--- src/rtl/pipeline_fork.sv ---
// ---------------------------------------------------------------------------
// pipeline_fork
//   Latency-insensitive fork that broadcasts one valid/bp token stream to
//   NumOut independent consumers. A per-output done mask remembers which
//   consumers have already taken the current token, so each consumer sees
//   each token exactly once. The producer is released (d_bp low) only in the
//   cycle where the last outstanding consumer takes the token.
//
//   Intended to sit directly after a registered pipeline stage: the path
//   q_bp -> d_bp is combinational, so the upstream stage must be registered
//   to avoid a combinational loop.
//
// Parameters
//   Width    data bits per token
//   NumOut   number of consumer ports (>= 1)
//
// Ports
//   clk      in   1       clock, all state updates on posedge
//   resetn   in   1       synchronous active-low reset
//   d        in   Width   input token data (held stable while d_valid && d_bp)
//   d_valid  in   1       input token present
//   d_bp     out  1       backpressure to producer
//   q        out  Width   broadcast data, equal to d
//   q_valid  out  NumOut  per-consumer token present
//   q_bp     in   NumOut  per-consumer backpressure
// ---------------------------------------------------------------------------
module pipeline_fork #(
  parameter int Width  = 8,
  parameter int NumOut = 2
) (
  input  logic              clk,
  input  logic              resetn,
  input  logic [Width-1:0]  d,
  input  logic              d_valid,
  output logic              d_bp,
  output logic [Width-1:0]  q,
  output logic [NumOut-1:0] q_valid,
  input  logic [NumOut-1:0] q_bp
);

  logic [NumOut-1:0] done;
  logic [NumOut-1:0] accept;
  logic              all_taken;

  // Offer the token only to consumers that have not yet taken it. The token
  // is fully delivered once every consumer either took it earlier or takes
  // it right now; only then is the producer allowed to move on.
  always_comb begin
    q         = d;
    q_valid   = {NumOut{d_valid}} & ~done;
    accept    = q_valid & ~q_bp;
    all_taken = &(done | accept);
    d_bp      = d_valid & ~all_taken;
  end

  // The done mask clears in the cycle the token retires so the next token is
  // offered to every consumer in the following cycle. With no token present
  // accept is all-zero, so the mask simply holds.
  always_ff @(posedge clk) begin
    if (!resetn) begin
      done <= '0;
    end else if (d_valid && all_taken) begin
      done <= '0;
    end else begin
      done <= done | accept;
    end
  end

`ifndef SYNTHESIS
  // Dropping d_valid while some consumers already took the token would leave
  // the remaining consumers without it; flag it so the producer bug is seen.
  always_ff @(posedge clk) begin
    if (resetn && !d_valid && (done != '0)) begin
      $display("[pipeline_fork] warning %m: d_valid dropped with done=%b at %0t",
               done, $time);
    end
  end
`endif

endmodule

--- config.mk ---
export PLATFORM = sky130hd
export DESIGN_NAME = pipeline_fork
export DESIGN_NICKNAME = d
export VERILOG_FILES = /design/src/rtl/pipeline_fork.sv
export SDC_FILE = /design/constraint.sdc
export NUM_CORES = 1
export LEC_CHECK = 0
export CAP_MARGIN = 20
export CELL_PAD_IN_SITES_DETAIL_PLACEMENT = 0
export CELL_PAD_IN_SITES_GLOBAL_PLACEMENT = 1
export CORE_MARGIN = 8
export CORE_UTILIZATION = 13
export CTS_BUF_LIST = sky130_fd_sc_hd__clkbuf_16
export DETAILED_ROUTE_END_ITERATION = 8
export GPL_TIMING_DRIVEN = 0
export HOLD_SLACK_MARGIN = 0.08
export PLACE_DENSITY_LB_ADDON = 0.3
export SETUP_SLACK_MARGIN = 0.02
export SLEW_MARGIN = 20
export SYNTH_ARGS = -nofsm -noshare
export SYNTH_HDL_FRONTEND = slang
export SYNTH_SLANG_ARGS = --single-unit
--- constraint.sdc ---
create_clock -name clk -period 0.8 [get_ports clk]
set_input_delay 0.16 -clock clk [delete_from_list [all_inputs] [get_ports clk]]
set_output_delay 0.16 -clock clk [all_outputs]
set_load 0.005 [all_outputs]
# Word-level counts from Yosys, hierarchy flattened
# Cells that the tools add are included.
[classes]
n_reduce_logical = 3
bitwise_logic = 8
[ops]
columns = ["cell", "count"]
rows = [
  ["$and 2x2->2", 2],
  ["$not 2->2", 2],
  ["$not 1->1", 2],
  ["$or 2x2->2", 1],
  ["$reduce_and 2->1", 1],
  ["$reduce_or 2->1", 1],
  ["$and 1x1->1", 1],
  ["$logic_and 1x1->1", 1],
]
[word_totals]
register_bits = 2
inputBits = 13
elab_cells = 12
out_inout_bits = 11

# Depth between registers and ports, before layout
# Gate-level depths: netlist (run 1).
[depth]
word_depth = 7
mapped_depth = 2
mapped_depth_nobuf = 2

# Least setup slack after synthesis (run 1)
# OpenSTA, ideal clock, no wires.
[synth_path]
path_type = "register to output"
start = "register done[0]"
end = "output d_bp"
path_slack_ps = 18
n_path_buf = 0
arrival_ps = 622
path_stages_with_launch = 3
path_cell_list = "dfxtp_1 > nand2b_4 > a21boi_0"
[synth_via]
elab_chain_cells = 7
[synth_rtl]
columns = ["element", "line_no", "text"]
rows = [
  ["from (decl)", "41", "logic [NumOut-1:0] done;"],
  ["from (signal assigned)", "65", "done <= done | accept;"],
  ["$not 2->2", "50", "q_valid = {NumOut{d_valid}} & ~done;"],
  ["$and 2x2->2", "50", ""],
  ["$and 2x2->2", "51", "accept = q_valid & ~q_bp;"],
  ["$or 2x2->2 (*)", "52", "all_taken = &(done | accept);"],
  ["$reduce_and 2->1 (*)", "52", ""],
  ["$not 1->1 (*)", "53", "d_bp = d_valid & ~all_taken;"],
  ["$and 1x1->1 (*)", "53", ""],
  ["to (decl)", "35", "output logic d_bp,"],
]
# Every way passes the cells marked *; elsewhere a longest branch is shown, timed or not.

# Final worst setup path (run 1)
[layout_path]
start = "register done[1]"
end = "output d_bp"
# Same word-level chain as after synthesis.

==> flow_summary.json, run 1 <==
{
  "status": "finished with violations",
  "failed_checks": "negative setup slack",
  "critical_path_required_ns": 0.64,
  "dp_cells": 53,
  "relSlewSlack_pct": 84.45,
  "ff2ff_setup_slack_ns": -0.08,
  "top_regs": "done (2)",
  "grtUsageTotal_pct": 5.571,
  "nNetsFinal": 56,
  "synth_area_um2": 193.9,
  "regMostFlops": "done",
  "max_stage_delay_ns": 0.31,
  "worstSetupEndpointType": "output port",
  "drt_pre_antenna_iters": 2,
  "finalWorstSetupSlack_ns": -0.2700,
  "grt_pass1_vias": 223,
  "fin_total_pwr_mw": 1.010,
  "syn_nets": 35,
  "largest_register_ffs": 2,
  "start_util_pct": 13.34,
  "finalSetupViolCount": 5,
  "yosysWarnings": 0,
  "cp_cell_sequence": "nand2b_4, a21boi_2, buf_2",
  "layout.cells.non_filler": 57,
  "clock.fmax_ghz": 0.9346,
  "antenna_found_initial": 0,
  "reg2reg_depth": 3,
  "finalMaxSlewViolations": 0,
  "num_io_pins": 24,
  "fin_skew_ns": 0.0006904,
  "cts_tree": "built",
  "drive_gt1_share_pct": 56.10,
  "drcViolationCount": 0,
  "setup_tns_ns": -0.8472,
  "grt_max_degree": 8,
  "ys_seq_elements": 2,
  "power.leakage_nw": 0.2146,
  "die_y_um": 54.63,
  "path_depth": 3,
  "grt_pass1_wl_um": 1097,
  "tightest_slew_ns": 0.2332,
  "syn2layout_area_growth_pct": 128.4,
  "crit_end": "d_bp",
  "wl_um": 681,
  "rsz0062_at_grt": "true",
  "period_needed_ns": 1.070,
  "cpLargestDelayFamily": "flip-flops",
  "crit_fanout": 3,
  "power_density_mw_per_mm2": 2280,
  "diodes": 0,
  "ir_drop_uv": 833.0,
  "hold_path.class": "in2reg",
  "avgSynthCellArea_um2": 8.815,
  "crit_type": "reg2out",
  "startpoint": "done[1]$_SDFF_PP0_",
  "cap_violations": 0,
  "hold_violations": 0,
  "slowest_stage": "dfxtp_2",
  "hold_buffers": 0,
  "die-area_mm2": 0.002984,
  "r2r-start": "done[1]$_SDFF_PP0_",
  "r2r-end": "done[0]$_SDFF_PP0_",
  "portBuffers": 15,
  "vias_per_cell": 3.421,
  "syn_inst": 22,
  "core_mm2": 0.001454,
  "htree_levels": 1,
  "critPathLaunchType": "flip-flop",
  "timing.final.crit_share_pct": 133.7,
  "die_x_um": 54.63,
  "wl_per_cell_um": 11.95,
  "arrival_ns": 0.91,
  "grt_overflow": 0,
  "cts.clk_slew.worst_paths_ns": 0.03,
  "ys_seq_area_share_pct": 20.65,
  "dr.first_iter.drc_count": 1,
  "num_vias": 195,
  "clock_latency_ns": 0.22,
  "path_buf_inv": 1,
  "cts_made_buffers": 3,
  "gp_congestion": 0.6141,
  "cts_max_path_buffers": 2,
  "synthDistinctLibCells": 8,
  "clock_sinks": 2,
  "rows": 14,
  "detail-route-antenna-nets": 0,
  "cts_root_buffer": "clkbuf_16"
}
routing by layer:
metal  wire length, um  vias to the layer above  global-route usage [%]
met5                 0                        -                       0
met4                23                        0                   6.148
met3                89                        3                   3.533
met2               372                       12                   8.302
met1               196                       80                   4.747
li1                  -                      100                       -
cell usage after synthesis:
master / count / area, um^2
inv_1: 3 / 11.26
dfxtp_1: 2 / 40.04
buf_4: 8 / 60.06
nand2b_1: 2 / 12.51
a221oi_1: 2 / 17.52
a21boi_0: 1 / 7.510
and2b_2: 2 / 17.52
nand2b_4: 2 / 27.53
report_power, final:
part           total, mW  internal, mW  leakage [nW]  switching, mW
clock              0.747         0.636        0.0370          0.111
combinational      0.152         0.102         0.160         0.0496
sequential         0.111         0.108        0.0172        0.00363
total               1.01         0.845         0.215          0.165
stage by stage:
| step | utilization [%] | setup slack, ns | hold WS (ns) | instance area (um^2) |
|---|---|---|---|---|
| after global routing | 30.46 | -0.3349 | 0.4488 | 442.9 |
| after CTS | 28.83 | -0.2849 | 0.3966 | 419.2 |
| after global placement | 25.04 | -0.7848 | 0.4752 | 364.1 |
| after detailed placement | 25.04 | -0.8104 | 0.4715 | 364.1 |
| after floorplan | - | 0.03650 | 0.2642 | 193.9 |
| final | 30.46 | -0.2700 | 0.4049 | 442.9 |
layout make-up:
cell class / count / area [um^2]
plain buffers: 8 / 60.06
clock buffers: 3 / 75.07
fillers: 162 / 1011
inverters: 3 / 11.26
multi-input cells: 9 / 92.59
flip-flops and latches: 2 / 42.54
well taps: 16 / 20.02
repair buffers: 16 / 141.4
cell usage in the layout, fill, tap and decap left out:
master            n
nand2b_4          2
and2b_2           2
clkbuf_16         3
dfxtp_2           2
a221oi_1          1
buf_4             9
clkdlybuf4s50_1   1
buf_2             1
dlygate4sd2_1    11
a21boi_2          1
inv_1             3
nand2b_1          2
buf_6             2
a221oi_2          1
cells by family after synthesis:
kind of cell	after synthesis	share of synthesized area (%)
compound gates	3	12.91
simple gates	6	29.68
flops	2	20.65
buf+inv	11	36.78
worst min path at each step:
stage	to	slack [ns]	startpoint	cells after the start
2_1_floorplan	done[0]$_SDFF_PP0_	0.26	d_valid	1
3_3_place_gp	done[0]$_SDFF_PP0_	0.48	done[0]$_SDFF_PP0_	2
3_5_place_dp	done[1]$_SDFF_PP0_	0.47	done[1]$_SDFF_PP0_	2
4_1_cts	done[0]$_SDFF_PP0_	0.40	q_bp[1]	3
5_1_grt	done[1]$_SDFF_PP0_	0.45	q_bp[0]	3
6_report	done[0]$_SDFF_PP0_	0.40	d_valid	2
timing repair:
item | in CTS | in global routing
endpoints found under the hold margin | 0 | 0
resized for setup | 26 | 3
pin swaps | 1 | 1
setup buffers | 0 | 1
endpoints found under the setup margin | 13 | 5
(Power assumes the default switching activity.)
==> run 2: changes to the inputs <==
CORE_MARGIN = unset   (was 8)
SLEW_MARGIN = 10   (was 20)
==> run 2 against run 1 <==
  * The flow still finishes with violations (negative setup slack)
  * Setup slack better by 0.0019 ns
  * Highest routed layer unchanged
  * Final area fell by 0.57%
  * Clock power fell by 0.7%
  * Sequential cell count stayed put
  * Critical path type unchanged
==> flow_summary.json, run 2 (synthesized netlist as in run 1, its figures left out) <==
{
  "die_y_um": 40.63,
  "syn2layout_area_growth_pct": 127.1,
  "grt_max_degree": 8,
  "cts_root_buffer": "clkbuf_16",
  "whs_ns": 0.4035,
  "crit_fanout": 3,
  "max_stage_delay_ns": 0.31,
  "cp_cell_sequence": "nand2b_4, a21boi_2, buf_2",
  "clock_latency_ns": 0.22,
  "timing.final.crit_share_pct": 133.5,
  "hold_buffers": 0,
  "startpoint": "done[1]$_SDFF_PP0_",
  "nNetsFinal": 57,
  "wl_per_cell_um": 8.649,
  "crit_end": "d_bp",
  "die-area_mm2": 0.001650,
  "top_regs": "done (2)",
  "crit_type": "reg2out",
  "gp_congestion": 0.6148,
  "rsz0062_at_grt": "true",
  "start_util_pct": 14.37,
  "tightest_slew_ns": 0.2366,
  "arrival_ns": 0.91,
  "relSlewSlack_pct": 84.23,
  "failed_checks": "negative setup slack",
  "status": "finished with violations",
  "cts_tree": "built",
  "power.leakage_nw": 0.2168,
  "vias_per_cell": 3.719,
  "drt_pre_antenna_iters": 4,
  "dr.first_iter.drc_count": 1,
  "finalWorstSetupSlack_ns": -0.2681,
  "cts.clk_slew.worst_paths_ns": 0.03,
  "num_io_pins": 24,
  "drive_gt1_share_pct": 57.14,
  "wl_um": 493,
  "power_density_mw_per_mm2": 2272,
  "cap_violations": 0,
  "die_x_um": 40.63,
  "grt_overflow": 0,
  "ir_drop_uv": 1007,
  "hold_path.class": "in2reg",
  "core_mm2": 0.001350,
  "r2r-end": "done[0]$_SDFF_PP0_",
  "critical_path_required_ns": 0.64,
  "layout_common_cells": "11 x dlygate4sd2_1, 9 x buf_4, 3 x inv_1, 3 x clkbuf_16, 3 x buf_2",
  "detail-route-antenna-nets": 0,
  "diodes": 0,
  "drcViolationCount": 0,
  "antenna_found_initial": 0,
  "period_needed_ns": 1.068,
  "ff2ff_setup_slack_ns": -0.19,
  "fin_total_pwr_mw": 1.001,
  "finalSetupViolCount": 5,
  "worstSetupEndpointType": "output port",
  "cts_made_buffers": 3,
  "mostFrequentLayoutCell": "dlygate4sd2_1",
  "fin_util_pct": 32.62,
  "clock.fmax_ghz": 0.9362,
  "grtUsageTotal_pct": 6.974,
  "reg2reg_depth": 4,
  "critPathLaunchType": "flip-flop",
  "slowest_stage": "dfxtp_2",
  "clock_sinks": 2,
  "hold_violations": 0,
  "rows": 13,
  "grt_pass1_wl_um": 621,
  "placed_cell_area_um2": 362.8,
  "largest_register_ffs": 2,
  "cts_max_path_buffers": 2,
  "num_vias": 212,
  "regMostFlops": "done",
  "htree_levels": 1,
  "r2r-start": "done[1]$_SDFF_PP0_",
  "portBuffers": 15,
  "grt_pass1_vias": 153,
  "fin_skew_ns": 0.001096,
  "finalMaxSlewViolations": 0,
  "final_area_um2": 440.4
}
## run 2: cell type report
class                           count  area [um^2]
Tap cell                           15        18.77
Buffer                              8        60.06
Timing Repair Buffer               17        140.1
Inverter                            3        11.26
Multi-Input combinational cell      9        92.59
Fill cell                         154        909.6
Sequential cell                     2        42.54
Clock buffer                        3        75.07
## run 2: worst min path at each step
stage                                  start                  to  slack [ns]  cells past startpoint
after floorplan                      d_valid  done[0]$_SDFF_PP0_        0.26                      1
final                                d_valid  done[0]$_SDFF_PP0_        0.40                      2
after CTS                            q_bp[0]  done[1]$_SDFF_PP0_        0.40                      3
after global routing                 q_bp[0]  done[1]$_SDFF_PP0_        0.44                      3
after global placement    done[0]$_SDFF_PP0_  done[0]$_SDFF_PP0_        0.47                      2
after detailed placement  done[1]$_SDFF_PP0_  done[1]$_SDFF_PP0_        0.48                      2
## run 2: power breakdown
group	internal (mW)	switching [mW]
clock	0.635	0.107
sequential	0.108	0.00389
combinational	0.100	0.0467
## run 2: per-layer routing
metal  track usage [%]  vias to the layer above  share of wire [%]
met5                 0                        -                  0
met4             10.00                        0                3.0
met3             5.435                        2                 20
met2             8.333                       22                 43
met1             6.149                       86                 34
li1                  -                      102                  -
## run 2: repair_timing
item | in CTS | in global routing
endpoints found under the setup margin | 13 | 5
gates resized for setup | 25 | 3
setup buffers | 1 | 1
pin swaps | 1 | 1
gates cloned | 0 | 0
## run 2: worst max-delay path: cells and delay by family, from the launching register on
kind / cells / cell delay [ns]
AO/OA/AOI/OAI: 1 / 0.12
flip-flops: 1 / 0.31
AND/OR/NAND/NOR: 1 / 0.14
buffers and inverters: 1 / 0.12
## run 2: stage by stage
stage / worst slack [ns] / TNS [ns] / instances
final: -0.2681 / -0.9365 / 57
after global routing: -0.3137 / -1.113 / 57
after CTS: -0.3011 / -0.9541 / 56
after detailed placement: -0.8155 / -3.689 / 52
after global placement: -0.7959 / -3.617 / 52
after floorplan: 0.03650 / 0 / 22
